## config.mk

```make
export PLATFORM = sky130hd
export DESIGN_NAME = pc_sequencer
export DESIGN_NICKNAME = d
export VERILOG_FILES = /design/src/rtl/pc_sequencer_pkg.sv /design/src/rtl/pc_sequencer_ras_stack.sv /design/src/rtl/pc_sequencer.sv
export SDC_FILE = /design/constraint.sdc
export NUM_CORES = 1
export LEC_CHECK = 0
export ABC_AREA = 1
export BUFFER_PORTS_ARGS = -buffer_cell sky130_fd_sc_hd__buf_2
export CORE_ASPECT_RATIO = 1.1
export CORE_MARGIN = 2
export CORE_UTILIZATION = 54
export CTS_BUF_LIST = sky130_fd_sc_hd__clkbuf_16
export CTS_CLUSTER_DIAMETER = 60
export DETAILED_ROUTE_END_ITERATION = 10
export PLACE_DENSITY = 0.81
export SYNTH_ARGS = -nofsm -noshare
export SYNTH_HDL_FRONTEND = slang
export SYNTH_SLANG_ARGS = --single-unit
```

## constraint.sdc

```tcl
create_clock -name clk -period 2.75 [get_ports clk]
set_clock_uncertainty 0.15 [all_clocks]
set_input_delay 0.1375 -clock clk [delete_from_list [all_inputs] [get_ports clk]]
set_output_delay 0.1375 -clock clk [all_outputs]
set_load 0.005 [all_outputs]
```

## src/rtl/pc_sequencer_pkg.sv

```systemverilog
// Shared cpu package: fetch-sequencer widths, FSM encoding and request arbitration.
package pc_sequencer_pkg;

  localparam int PC_W_DEF      = 16;
  localparam int RAS_DEPTH_DEF = 8;

  typedef enum logic {
    ST_RUN      = 1'b0,
    ST_REDIRECT = 1'b1
  } seq_state_e;

  typedef enum logic [2:0] {
    REQ_NONE   = 3'd0,
    REQ_BRANCH = 3'd1,
    REQ_JREG   = 3'd2,
    REQ_CALL   = 3'd3,
    REQ_RET    = 3'd4
  } req_e;

  // Fixed priority: branch > jreg > call > ret; losers are dropped.
  function automatic req_e pick_req(input logic b, input logic j, input logic c, input logic r);
    if (b)      return REQ_BRANCH;
    else if (j) return REQ_JREG;
    else if (c) return REQ_CALL;
    else if (r) return REQ_RET;
    else        return REQ_NONE;
  endfunction

endpackage

```

## src/rtl/pc_sequencer_ras_stack.sv

```systemverilog
// Circular return-address stack; a push when full overwrites the oldest entry.
module ras_stack #(
  parameter int W     = 16,
  parameter int DEPTH = 8
) (
  input  logic                     clk,
  input  logic                     rst,
  input  logic                     push,
  input  logic                     pop,
  input  logic [W-1:0]             push_data,
  output logic [W-1:0]             top,
  output logic                     full,
  output logic                     empty,
  output logic [$clog2(DEPTH):0]   count
);

  localparam int AW = $clog2(DEPTH);
  localparam int CW = AW + 1;

  logic [W-1:0]  mem_q [DEPTH];
  logic [AW-1:0] sp_q;
  logic [AW-1:0] top_idx;
  logic [CW-1:0] count_q;

  // sp_q is the next free slot; when full it also points at the oldest entry.
  assign top_idx = sp_q - AW'(1);
  assign top     = mem_q[top_idx];
  assign full    = (count_q == CW'(DEPTH));
  assign empty   = (count_q == '0);
  assign count   = count_q;

  always_ff @(posedge clk) begin
    if (!rst && push) mem_q[sp_q] <= push_data;
  end

  always_ff @(posedge clk) begin
    if (rst) begin
      sp_q    <= '0;
      count_q <= '0;
    end else if (push) begin
      sp_q <= sp_q + AW'(1);
      if (!full) count_q <= count_q + CW'(1);
    end else if (pop && !empty) begin
      sp_q    <= sp_q - AW'(1);
      count_q <= count_q - CW'(1);
    end
  end

endmodule

```

## src/rtl/pc_sequencer.sv

```systemverilog
// Fetch PC sequencer: sequential fetch with stalls, two-step redirects, and a return-address stack.
module pc_sequencer
  import pc_sequencer_pkg::*;
#(
  parameter int PC_W      = PC_W_DEF,
  parameter int RAS_DEPTH = RAS_DEPTH_DEF
) (
  input  logic                         clk,
  input  logic                         rst,
  input  logic                         data_hazard,
  input  logic                         PC_hazard,
  input  logic                         pop_haz,
  input  logic                         branch_req,
  input  logic                         jreg_req,
  input  logic                         call_req,
  input  logic                         ret_req,
  input  logic [PC_W-1:0]              target,
  output logic [PC_W-1:0]              pc,
  output logic                         instr_valid,
  output logic                         PC_update,
  output logic                         ras_overflow,
  output logic                         ras_underflow,
  output seq_state_e                   dbg_state,
  output logic [$clog2(RAS_DEPTH):0]   dbg_ras_count
);

  seq_state_e      state_q;
  logic [PC_W-1:0] pc_q, next_pc_q, next_pc_d, pc_inc, ras_top;
  logic            instr_valid_q, pc_update_q, ovf_q, unf_q;
  logic            stall, in_run, do_push, do_pop, ras_full, ras_empty;
  req_e            req_sel;

  assign stall   = data_hazard | PC_hazard | pop_haz;
  assign req_sel = pick_req(branch_req, jreg_req, call_req, ret_req);
  assign in_run  = (state_q == ST_RUN);
  assign do_push = in_run && (req_sel == REQ_CALL);
  assign do_pop  = in_run && (req_sel == REQ_RET);
  assign pc_inc  = pc_q + PC_W'(1);

  always_comb begin
    next_pc_d = target;
    if (req_sel == REQ_RET) next_pc_d = ras_empty ? pc_inc : ras_top;
  end

  ras_stack #(
    .W     (PC_W),
    .DEPTH (RAS_DEPTH)
  ) u_ras (
    .clk       (clk),
    .rst       (rst),
    .push      (do_push),
    .pop       (do_pop),
    .push_data (pc_inc),
    .top       (ras_top),
    .full      (ras_full),
    .empty     (ras_empty),
    .count     (dbg_ras_count)
  );

  // Requests are accepted even while stalled; REDIRECT always commits next_pc.
  always_ff @(posedge clk) begin
    if (rst) begin
      state_q       <= ST_RUN;
      pc_q          <= '0;
      next_pc_q     <= '0;
      instr_valid_q <= 1'b0;
      pc_update_q   <= 1'b0;
      ovf_q         <= 1'b0;
      unf_q         <= 1'b0;
    end else begin
      instr_valid_q <= 1'b0;
      pc_update_q   <= 1'b0;
      case (state_q)
        ST_RUN: begin
          if (req_sel != REQ_NONE) begin
            state_q   <= ST_REDIRECT;
            next_pc_q <= next_pc_d;
            if (do_push && ras_full) ovf_q <= 1'b1;
            if (do_pop && ras_empty) unf_q <= 1'b1;
          end else if (!stall) begin
            pc_q          <= pc_inc;
            instr_valid_q <= 1'b1;
          end
        end
        ST_REDIRECT: begin
          pc_q        <= next_pc_q;
          pc_update_q <= 1'b1;
          state_q     <= ST_RUN;
        end
        default: state_q <= ST_RUN;
      endcase
    end
  end

  assign pc            = pc_q;
  assign instr_valid   = instr_valid_q;
  assign PC_update     = pc_update_q;
  assign ras_overflow  = ovf_q;
  assign ras_underflow = unf_q;
  assign dbg_state     = state_q;

endmodule

```

==> metrics.md, run 1 <==
| Metric | Value |
|---|---|
| Max cap viols | `0` |
| 1st-pass router iterations | `6` |
| Hold Crit Class | `in -> reg` |
| Reg-to-reg endpoint | `next_pc_q[2]` |
| Peak supply drop | `400 uV` |
| Antenna Cells | `0` |
| Max Buffers Root-to-Sink | `2` |
| Worst Hold Depth | `6` |
| Core area | `0.0138 mm^2` |
| Mapped Area | `0.00760 mm^2` |
| Critical path type | `reg -> reg` |
| CTS resizes | `0` |
| Flop2flop setup slack | `310 ps` |
| Post-synthesis xor/xnor area fraction | `1.05%` |
| First-pass GRT wire length | `31000 um` |
| Initial Util | `55.1%` |
| IO Count | `50` |
| Die X | `117 um` |
| TritonCTS Buffers | `17` |
| Via density per instance | `5.86` |
| Pin count of the biggest net entering global routing | `60` |
| Post-synthesis sequential area ratio | `62.2%` |
| Syn avg cell area | `9.75 um^2` |
| Skew-Pair Late Insertion Delay | `420 ps` |
| Fraction of final layout cells sized beyond drive strength 1 | `14.9%` |
| WP data required | `2950 ps` |
| CP endpoint kind | `flip-flop` |
| Post-Synth Adder-Cell Area | `0.823%` |
| Fin crit period | `2440 ps` |
| Fin Setup TNS | `0 ps` |
| Warnings, synthesis | `0` |
| Lkg Pwr | `3.49 nW` |
| Synth cell types | `39` |
| Max FO, Critical Path | `30` |
| CTS tree | `done` |
| Area grow syn2layout | `17.4%` |
| Port Buffer Count | `49` |
| Final Max Slew Viols | `0` |
| Startpoint types | `flip-flop` |
| RSZ-0062 raised after global routing | `no` |
| Final Cycle Share | `88.8%` |
| WP data arrival | `2640 ps` |
| Die height | `128 um` |
| Area after DPL | `0.00812 mm^2` |
| FF+latch count, synth | `172` |
| Worst Tran Pin Value | `619 ps` |
| Worst R2R Start | `u_ras.sp_q[1]` |
| Design Area, Final | `0.00892 mm^2` |
| WL final | `19700 um` |
| Post-route DRC violation count | `0` |
| Synth Flop Type | `edfxtp_1` |
| Worst r2r path cells | `9` |
| Synth Area in Simple Gates | `21.3%` |
| Syn Nets | `809` |
| Vias in the first global route | `5892` |
| Post-synthesis mux area share | `0%` |
| Root Driver | `clkbuf_16` |
| Compound-Gate Fraction of Synth Area | `9.35%` |
| Count of final setup violators | `0` |
| Clock-pin slew on the worst setup and hold paths | `60 ps` |
| Min-Delay Endpoint | `pc[4]` |
| Slew margin rel. | `58.7%` |
| Drt initial violations | `737` |
| FILL cells | `1048` |
| Share of flip-flops with an asynchronous set or reset | `0%` |
| Htree depth | `4` |
| Die area | `0.0150 mm^2` |
| Final HPWL DP | `12400 um` |
| Antenna violation net count after detailed routing | `0` |
| EDFF count, synth | `128` |
| Per-cell routed wire length | `18.7 um` |
| Final hold vios | `0` |
| Pwr Density | `680 mW/mm^2` |
| Layout Nets | `882` |
| Initial antenna violation count | `0` |
| Status | `completed` |
| Grt ovf | `0` |
| GRT Overall Usage | `27.7%` |
| Synth Instances | `779` |
| Highest Clock Rate | `410 MHz` |
| Worst hold path startpoint | `data_hazard` |
| Sink Count | `172` |
| Largest family of logic cells by synthesized area | `simple AND/OR/NAND/NOR gates` |
| Std-Cell Rows | `45` |
| Routed vias | `6175` |
| Pwr Total | `6.07 mW` |
| GPL Wtd Cong | `1.04` |
layout make-up:
cell class | count | area, um^2 | share of cell area (%)
flip-flops and latches | 172 | 4730 | 53.0
multi-input cells | 511 | 2500 | 28.0
repair buffers | 91 | 603 | 6.76
clock buffers | 17 | 425 | 4.77
well taps | 188 | 235 | 2.64
inverters | 59 | 225 | 2.52
clock inverters | 15 | 205 | 2.30
stage by stage:
step	utilization [%]	setup slack [ps]	cells	hold slack, ps
floorplan	-	49.1	779	179
finish	64.7	308	1053	62.9
CTS	64.7	333	1053	47.6
global placement	58.9	493	1004	276
global route	64.7	157	1053	97.6
detailed placement	58.9	416	1004	287
cells in the final DEF (no fill, tap or decap), types with 6 or more instances in the layout:
master,synthesis,routed
a21oi_1,49,49
a22oi_1,6,6
buf_2,14,49
buf_4,3,25
clkbuf_16,0,17
dfxtp_1,44,43
dlygate4sd3_1,0,17
edfxtp_1,128,128
inv_1,50,52
nand2_1,189,189
nand3_1,110,110
nor2_1,39,39
nor3_2,0,6
o21ai_0,62,62
o22ai_1,8,8
how the worst max path moves through the flow:
stage,startpoint,end,slack [ps],depth (start not counted)
3_3_place_gp,u_ras.sp_q[1],next_pc_q[0],490,10
3_5_place_dp,u_ras.sp_q[1],next_pc_q[0],420,10
6_report,u_ras.sp_q[1],next_pc_q[2],310,9
2_1_floorplan,dbg_state,u_ras.mem_q[0][0],50,6
4_1_cts,u_ras.sp_q[1],next_pc_q[2],330,9
5_1_grt,u_ras.sp_q[1],next_pc_q[12],160,9
worst max-delay path, cell delays in order (launching register included):
cell and delay (ps):
dfxtp_1 420, inv_1 170, ha_1 480, buf_4 390
a21oi_1 70, o21ai_0 120, nand3_1 190, nand3_1 150
nand2_1 70, a21oi_1 140
metal layers:
metal	vias to the layer above	GRT usage (%)	wire [um]
li1	2834	-	-
met1	2917	36.8	7720
met2	370	45.4	9670
met3	54	6.08	1750
met4	0	9.90	567
met5	-	0	0
registers in the layout (all words and copies together), names as in the netlist:
signal	cells
u_ras.mem_q	128
u_ras.count	4
next_pc_q	16
dbg_state	1
instr_valid	1
ras_underflow	1
pc	16
PC_update	1
ras_overflow	1
u_ras.sp_q	3
kinds of logic (layout without fill, tap and decap cells):
kind of cell             after synthesis  count (layout)
flip-flops                           172             172
AND/OR/NAND/NOR                      365             365
buffers and inverters                 96             182
AO/OA/AOI/OAI                        134             134
adder cells (fa/ha/maj)                5               5
XOR/XNOR                               7               7
Yosys cell counts, drive strengths merged (2+ instances only):
| cell | count | area share (%) |
|---|---|---|
| a31oi | 4 | 0.33 |
| nand3 | 110 | 7.2 |
| o22ai | 8 | 0.66 |
| xor2 | 5 | 0.58 |
| a22oi | 6 | 0.59 |
| clkinv | 4 | 0.25 |
| clkbuf | 19 | 0.95 |
| nand2 | 196 | 10 |
| ha | 5 | 0.82 |
| nor3 | 7 | 0.61 |
| nand3b | 2 | 0.20 |
| xnor2 | 2 | 0.48 |
| a211oi | 2 | 0.20 |
| or2 | 2 | 0.16 |
| buf | 18 | 1.4 |
| inv | 55 | 2.7 |
| edfxtp | 128 | 51 |
| nor2 | 42 | 2.4 |
| nand4 | 5 | 0.41 |
| o21ai | 63 | 4.1 |
| a21oi | 49 | 3.2 |
| dfxtp | 44 | 12 |
report_power, final:
group | total [mW] | internal, mW | switching (mW)
Clock | 2.56 | 1.59 | 0.966
Sequential | 2.88 | 2.84 | 0.0412
Combinational | 0.627 | 0.199 | 0.427
Total | 6.07 | 4.63 | 1.43
what timing repair did:
action / CTS / global route
endpoints found under the hold margin: 19 / 0
hold buffers: 17 / 0
setup buffers: 0 / 0
No activity file was read; power rests on OpenSTA's default activity.
==> run 2: changes to the inputs <==
GPL_TIMING_DRIVEN = 0   (was unset)
==> run 2 against run 1 <==
Clock-buffer cell count unchanged; setup slack got worse by 200 ps; fmax decreased by 7.7%; global-route usage decreased by 1.5 points; die area unchanged; clock power decreased by 13%; sequential share of layout area increased by 0.090 points; critical path type unchanged; critical endpoint is now u_ras.mem_q[5][9]; largest power group unchanged.
==> metrics.md, run 2 (synthesis gave the netlist of run 1 again) <==
| Metric | Value |
|---|---|
| Via density per instance | `5.69 (was 5.86)` |
| Max cap viols | `0 (unchanged)` |
| First-pass GRT wire length | `29300 um (was 31000 um)` |
| GRT Overall Usage | `26.2% (was 27.7%)` |
| Status | `completed (unchanged)` |
| Post-route DRC violation count | `0 (unchanged)` |
| Drt initial violations | `888 (was 737)` |
| Final Max Slew Viols | `0 (unchanged)` |
| Post-CTS setup buffer count | `0 (unchanged)` |
| Critical path type | `reg -> reg (unchanged)` |
| Number of flip-flops in the largest register | `128 (unchanged)` |
| Lkg Pwr | `3.48 nW (was 3.49 nW)` |
| Peak supply drop | `533 uV (was 400 uV)` |
| Max Buffers Root-to-Sink | `2 (unchanged)` |
| Core area | `0.0138 mm^2 (unchanged)` |
| Placed Cells | `1021 (was 1004)` |
| Met2 routed WL | `9410 um (was 9670 um)` |
| Die area | `0.0150 mm^2 (unchanged)` |
| Root Driver | `clkbuf_16 (unchanged)` |
| Worst Tran Pin Value | `925 ps (was 619 ps)` |
| Htree depth | `4 (unchanged)` |
| Fin crit period | `2650 ps (was 2440 ps)` |
| Fin cells | `1068 (was 1053)` |
| Port Buffer Count | `48 (was 49)` |
| Per-cell routed wire length | `17.7 um (was 18.7 um)` |
| 1st-pass router iterations | `6 (unchanged)` |
| Skew-Pair Late Insertion Delay | `430 ps (was 420 ps)` |
| GPL Wtd Cong | `0.887 (was 1.04)` |
| Leading cell type in the layout, fill and taps excluded | `nand2_1 (unchanged)` |
| Sink Count | `172 (unchanged)` |
| Slew margin rel. | `38.3% (was 58.7%)` |
| TritonCTS Buffers | `17 (unchanged)` |
| Reg with most FFs | `u_ras.mem_q (unchanged)` |
| Design Area, Final | `0.00890 mm^2 (was 0.00892 mm^2)` |
| Highest Clock Rate | `378 MHz (was 410 MHz)` |
| Initial antenna violation count | `0 (unchanged)` |
| Setup WS post-layout | `104 ps (was 308 ps)` |
| RSZ-0062 raised after global routing | `no (unchanged)` |
| Layout Nets | `897 (was 882)` |
| Fraction of final layout cells sized beyond drive strength 1 | `15.6% (was 14.9%)` |
| Initial Util | `55.1% (unchanged)` |
| Pwr Density | `646 mW/mm^2 (was 680 mW/mm^2)` |
| IO Count | `50 (unchanged)` |
| Die height | `128 um (unchanged)` |
| Clock-pin slew on the worst setup and hold paths | `60 ps (about the same)` |
| Final HPWL DP | `13000 um (was 12400 um)` |
| Antenna violation net count after detailed routing | `0 (unchanged)` |
| Most frequent cells in the layout | `nand2_1 (189), edfxtp_1 (128), nand3_1 (110), buf_2 (64), o21ai_0 (62) (was nand2_1 (189), edfxtp_1 (128), nand3_1 (110), o21ai_0 (62), inv_1 (52))` |
| Final Cycle Share | `96.2% (was 88.8%)` |
| Antenna Cells | `0 (unchanged)` |
| Final hold vios | `0 (unchanged)` |
| Area after DPL | `0.00818 mm^2 (was 0.00812 mm^2)` |
| Vias in the first global route | `5804 (was 5892)` |
| Std-Cell Rows | `45 (unchanged)` |
| Count of final setup violators | `0 (unchanged)` |
| Post-Place Worst Slack | `-113 ps (was 416 ps)` |
| CTS tree | `done (unchanged)` |
| Hold_ws | `34.2 ps (was 62.9 ps)` |
| Routed vias | `6081 (was 6175)` |
| Area grow syn2layout | `17.2% (was 17.4%)` |
| Die X | `117 um (unchanged)` |
| WL final | `18900 um (was 19700 um)` |
| CP endpoint kind | `flip-flop (unchanged)` |
| Startpoint types | `flip-flop (unchanged)` |
| Grt ovf | `0 (unchanged)` |
| Hold Crit Class | `in -> reg (unchanged)` |
| WP data arrival | `2540 ps (was 2640 ps)` |
| Post-Route M1 WL | `6860 um (was 7720 um)` |
| Pin count of the biggest net entering global routing | `17 (was 60)` |
| Max FO, Critical Path | `16 (was 30)` |
| Top Layer Used | `met4 (unchanged)` |
| Finished Core Util | `64.6% (was 64.7%)` |
| Met3 Routed Length | `2050 um (was 1750 um)` |
| WP data required | `2650 ps (was 2950 ps)` |
==> run 2: cell count changes in the layout (fill, tap and decap cells not counted), sizes merged <==
cell	delta
bufinv	-4
clkinvlp	+4
clkbuf	+16
dlygate4sd3	-1
==> run 2: path summary, 6_finish.rpt <==
check	startpoint	slack, ps	cells past startpoint	endpoint
max reg2reg	u_ras.sp_q[0]	100	4	u_ras.mem_q[5][9]
min reg2reg	next_pc_q[0]	310	2	pc[0]
max	u_ras.sp_q[0]	100	4	u_ras.mem_q[5][9]
min	rst	30	2	pc[7]
==> run 2: stage by stage <==
step / power, mW / TNS, ps
after global placement: 3.51 / -92630
after CTS: 5.72 / 0
final: 5.75 / 0
after global routing: 5.94 / 0
after floorplan: 3.32 / 0
after detailed placement: 3.53 / -837
==> run 2: final cells by class <==
cell class                 instances  area [um^2]
buffer                            36          178
clock buffer                      17          425
clock inverter                    15          128
fill                             982         4890
inverter                          59          229
multi-input combinational        511         2510
sequential                       172         4720
tap                              188          235
timing repair buffer              70          472
==> run 2: critical path, cell delays in order, from the launching register on <==
cell	delay, ps
dfxtp_1	430
buf_2	260
clkbuf_1	420
nand2_1	260
nor2_2	740
==> run 2: repair_timing <==
item,CTS,global route
pin swaps,0,0
gates resized for setup,4,4
endpoints found under the hold margin,16,0
hold buffers,16,0
endpoints found under the setup margin,14,20
==> run 2: routing by layer <==
layer	vias to the layer above	track usage (%)
met3	53	6.22
li1	2861	-
met2	382	44.7
met4	0	10.3
met5	-	0
met1	2785	32.3
==> run 2: power breakdown <==
part           internal (mW)  leakage [nW]  switching (mW)
registers               2.84          1.48          0.0393
logic                  0.207          1.74           0.437
clock network           1.24         0.256           0.994
==> run 3: changes to the inputs <==
CORE_UTILIZATION = 40   (was 54)
PLACE_DENSITY = 0.65   (was 0.81)
==> run 3 against run 2 <==
Largest power group unchanged; non-clock buffer count is 1 higher; clock power up 17%; hold slack gained 15 ps; global-route usage fell by 6.1 points; clock-buffer cell count unchanged.
==> metrics.md, run 3 (synthesis gave the netlist of run 1 again) <==
| Metric | Value |
|---|---|
| Status | `completed (unchanged)` |
| Reg with most FFs | `u_ras.mem_q (unchanged)` |
| Fin cells | `1124 (was 1068)` |
| Skew-Pair Late Insertion Delay | `430 ps (about the same)` |
| TritonCTS Buffers | `17 (unchanged)` |
| GPL Wtd Cong | `0.866 (was 0.887)` |
| Die area | `0.0201 mm^2 (was 0.0150 mm^2)` |
| Final HPWL DP | `13900 um (was 13000 um)` |
| Initial Util | `41.0% (was 55.1%)` |
| CP top delay family | `buffers and inverters (was simple AND/OR/NAND/NOR gates)` |
| 1st-pass router iterations | `6 (unchanged)` |
| WP data arrival | `2660 ps (was 2540 ps)` |
| Post-route DRC violation count | `0 (unchanged)` |
| Most frequent cells in the layout | `nand2_1 (189), edfxtp_1 (128), nand3_1 (110), o21ai_0 (62), buf_2 (62) (was nand2_1 (189), edfxtp_1 (128), nand3_1 (110), buf_2 (64), o21ai_0 (62))` |
| Number of flip-flops in the largest register | `128 (unchanged)` |
| Antenna violation net count after detailed routing | `0 (unchanged)` |
| Pwr Density | `676 mW/mm^2 (was 646 mW/mm^2)` |
| Post-Place Worst Slack | `-176 ps (was -113 ps)` |
| First-pass GRT wire length | `30500 um (was 29300 um)` |
| Area grow syn2layout | `19.7% (was 17.2%)` |
| Switch Pwr | `1.55 mW (was 1.47 mW)` |
| Worst path max stage delay | `590 ps (was 740 ps)` |
| Sink Count | `172 (unchanged)` |
| Fraction of final layout cells sized beyond drive strength 1 | `16.0% (was 15.6%)` |
| WL final | `19600 um (was 18900 um)` |
| GRT Overall Usage | `20.1% (was 26.2%)` |
| Setup WS post-layout | `69.7 ps (was 104 ps)` |
| Max FO, Critical Path | `10 (was 16)` |
| Grt ovf | `0 (unchanged)` |
| Fin Setup TNS | `0 ps (unchanged)` |
| Per-cell routed wire length | `17.5 um (was 17.7 um)` |
| Layout Nets | `898 (was 897)` |
| Critical Path Slowest Stage Cell | `nor3_2 (was nor2_2)` |
| Hold_ws | `49.2 ps (was 34.2 ps)` |
| Comb pwr share | `10.5% (was 11.2%)` |
| Via density per instance | `5.29 (was 5.69)` |
| Lkg Pwr | `3.55 nW (was 3.48 nW)` |
| Worst Tran Pin Value | `836 ps (was 925 ps)` |
| Startpoint types | `flip-flop (unchanged)` |
| Share of total power in the clock network | `42.7% (was 38.8%)` |
| RSZ-0062 raised after global routing | `yes (was no)` |
| WP data required | `2730 ps (was 2650 ps)` |
| Buf/Inv on CP | `3 (was 2)` |
| IO Count | `50 (unchanged)` |
| Std-Cell Rows | `52 (was 45)` |
| Max Buffers Root-to-Sink | `2 (unchanged)` |
| Pin count of the biggest net entering global routing | `18 (was 17)` |
| CTS tree | `done (unchanged)` |
| Finished Core Util | `49.0% (was 64.6%)` |
| Count of final setup violators | `0 (unchanged)` |
| Sw Ratio | `25.1% (was 25.5%)` |
| CP endpoint kind | `flip-flop (unchanged)` |
| Leading cell type in the layout, fill and taps excluded | `nand2_1 (unchanged)` |
| Placed Cells | `1077 (was 1021)` |
| Core area | `0.0185 mm^2 (was 0.0138 mm^2)` |
| Htree depth | `4 (unchanged)` |
| Routed vias | `5946 (was 6081)` |
| Root Driver | `clkbuf_16 (unchanged)` |
| Die X | `135 um (was 117 um)` |
| Critical path type | `reg -> reg (unchanged)` |
| Clock-pin slew on the worst setup and hold paths | `70 ps (was 60 ps)` |
| Max cap viols | `0 (unchanged)` |
| Worst path cell trace | `buf_2, clkbuf_1, nand2_1, nor3_2, buf_6 (was buf_2, clkbuf_1, nand2_1, nor2_2)` |
| FILL cells | `1659 (was 982)` |
| Antenna Cells | `0 (unchanged)` |
| Port Buffer Count | `48 (unchanged)` |
| Highest Clock Rate | `373 MHz (was 378 MHz)` |
| Die height | `149 um (was 128 um)` |
| Part of the power in registers | `46.8% (was 50.0%)` |
| Fin crit period | `2680 ps (was 2650 ps)` |
| Internal power | `4.60 mW (was 4.28 mW)` |
| Vias in the first global route | `5607 (was 5804)` |
| Slew margin rel. | `44.1% (was 38.3%)` |
| Final hold vios | `0 (unchanged)` |
| Final Max Slew Viols | `0 (unchanged)` |
| Final Cycle Share | `97.5% (was 96.2%)` |
| Initial antenna violation count | `0 (unchanged)` |
| Post-CTS setup buffer count | `0 (unchanged)` |
| Peak supply drop | `418 uV (was 533 uV)` |
| Hold Crit Class | `in -> reg (unchanged)` |
| Drt initial violations | `359 (was 888)` |
-- run 3: worst paths after layout --
path / start / endpoint / slack, ps / cells after the start
max: u_ras.sp_q[0] / u_ras.mem_q[3][8] / 70 / 5
max reg2reg: u_ras.sp_q[0] / u_ras.mem_q[3][8] / 70 / 5
min: data_hazard / pc[3] / 50 / 6
min reg2reg: ras_overflow / ras_overflow / 300 / 2
-- run 3: tightest hold or removal path: stages --
cell and delay, ps:
buf_2 70, nor2_1 30, nand2_1 110, nor3_4 100
nand2_1 60, a31oi_1 60
-- run 3: what timing repair did --
item	CTS	global route
hold buffers	16	0
endpoints found under the setup margin	15	62
hold endpoints to repair	16	0
gates resized for setup	5	6
-- run 3: stage by stage --
stage | cell area (um^2) | power [mW]
6_report | 9090 | 6.14
5_1_grt | 9090 | 6.32
4_1_cts | 9070 | 6.14
3_5_place_dp | 8260 | 3.55
3_3_place_gp | 8140 | 3.54
2_1_floorplan | 7600 | 3.32
-- run 3: layer usage --
layer | track usage [%] | routed length [um] | share of wire (%)
met1 | 25.9 | 8200 | 42
met2 | 34.8 | 9960 | 51
met3 | 3.14 | 1160 | 5.9
met4 | 6.46 | 323 | 1.6
met5 | 0 | 0 | 0
-- run 3: power groups by stage --
stage | combinational (mW) | sequential (mW) | clock (mW)
2_1_floorplan | 0.395 | 2.92 | 0
3_3_place_gp | 0.604 | 2.93 | 0
3_5_place_dp | 0.614 | 2.93 | 0
4_1_cts | 0.638 | 2.88 | 2.63
5_1_grt | 0.711 | 2.88 | 2.72
6_report | 0.643 | 2.88 | 2.62
-- run 3: final cells by class --
class                   instances  area, um^2  share of cell area (%)
plain buffers                  36         181                    2.00
multi-input cells             511        2520                    27.8
clock inverters                15         221                    2.44
inverters                      59         229                    2.52
repair buffers                 71         483                    5.31
flip-flops and latches        172        4720                    52.0
well taps                     243         304                    3.34
clock buffers                  17         425                    4.68
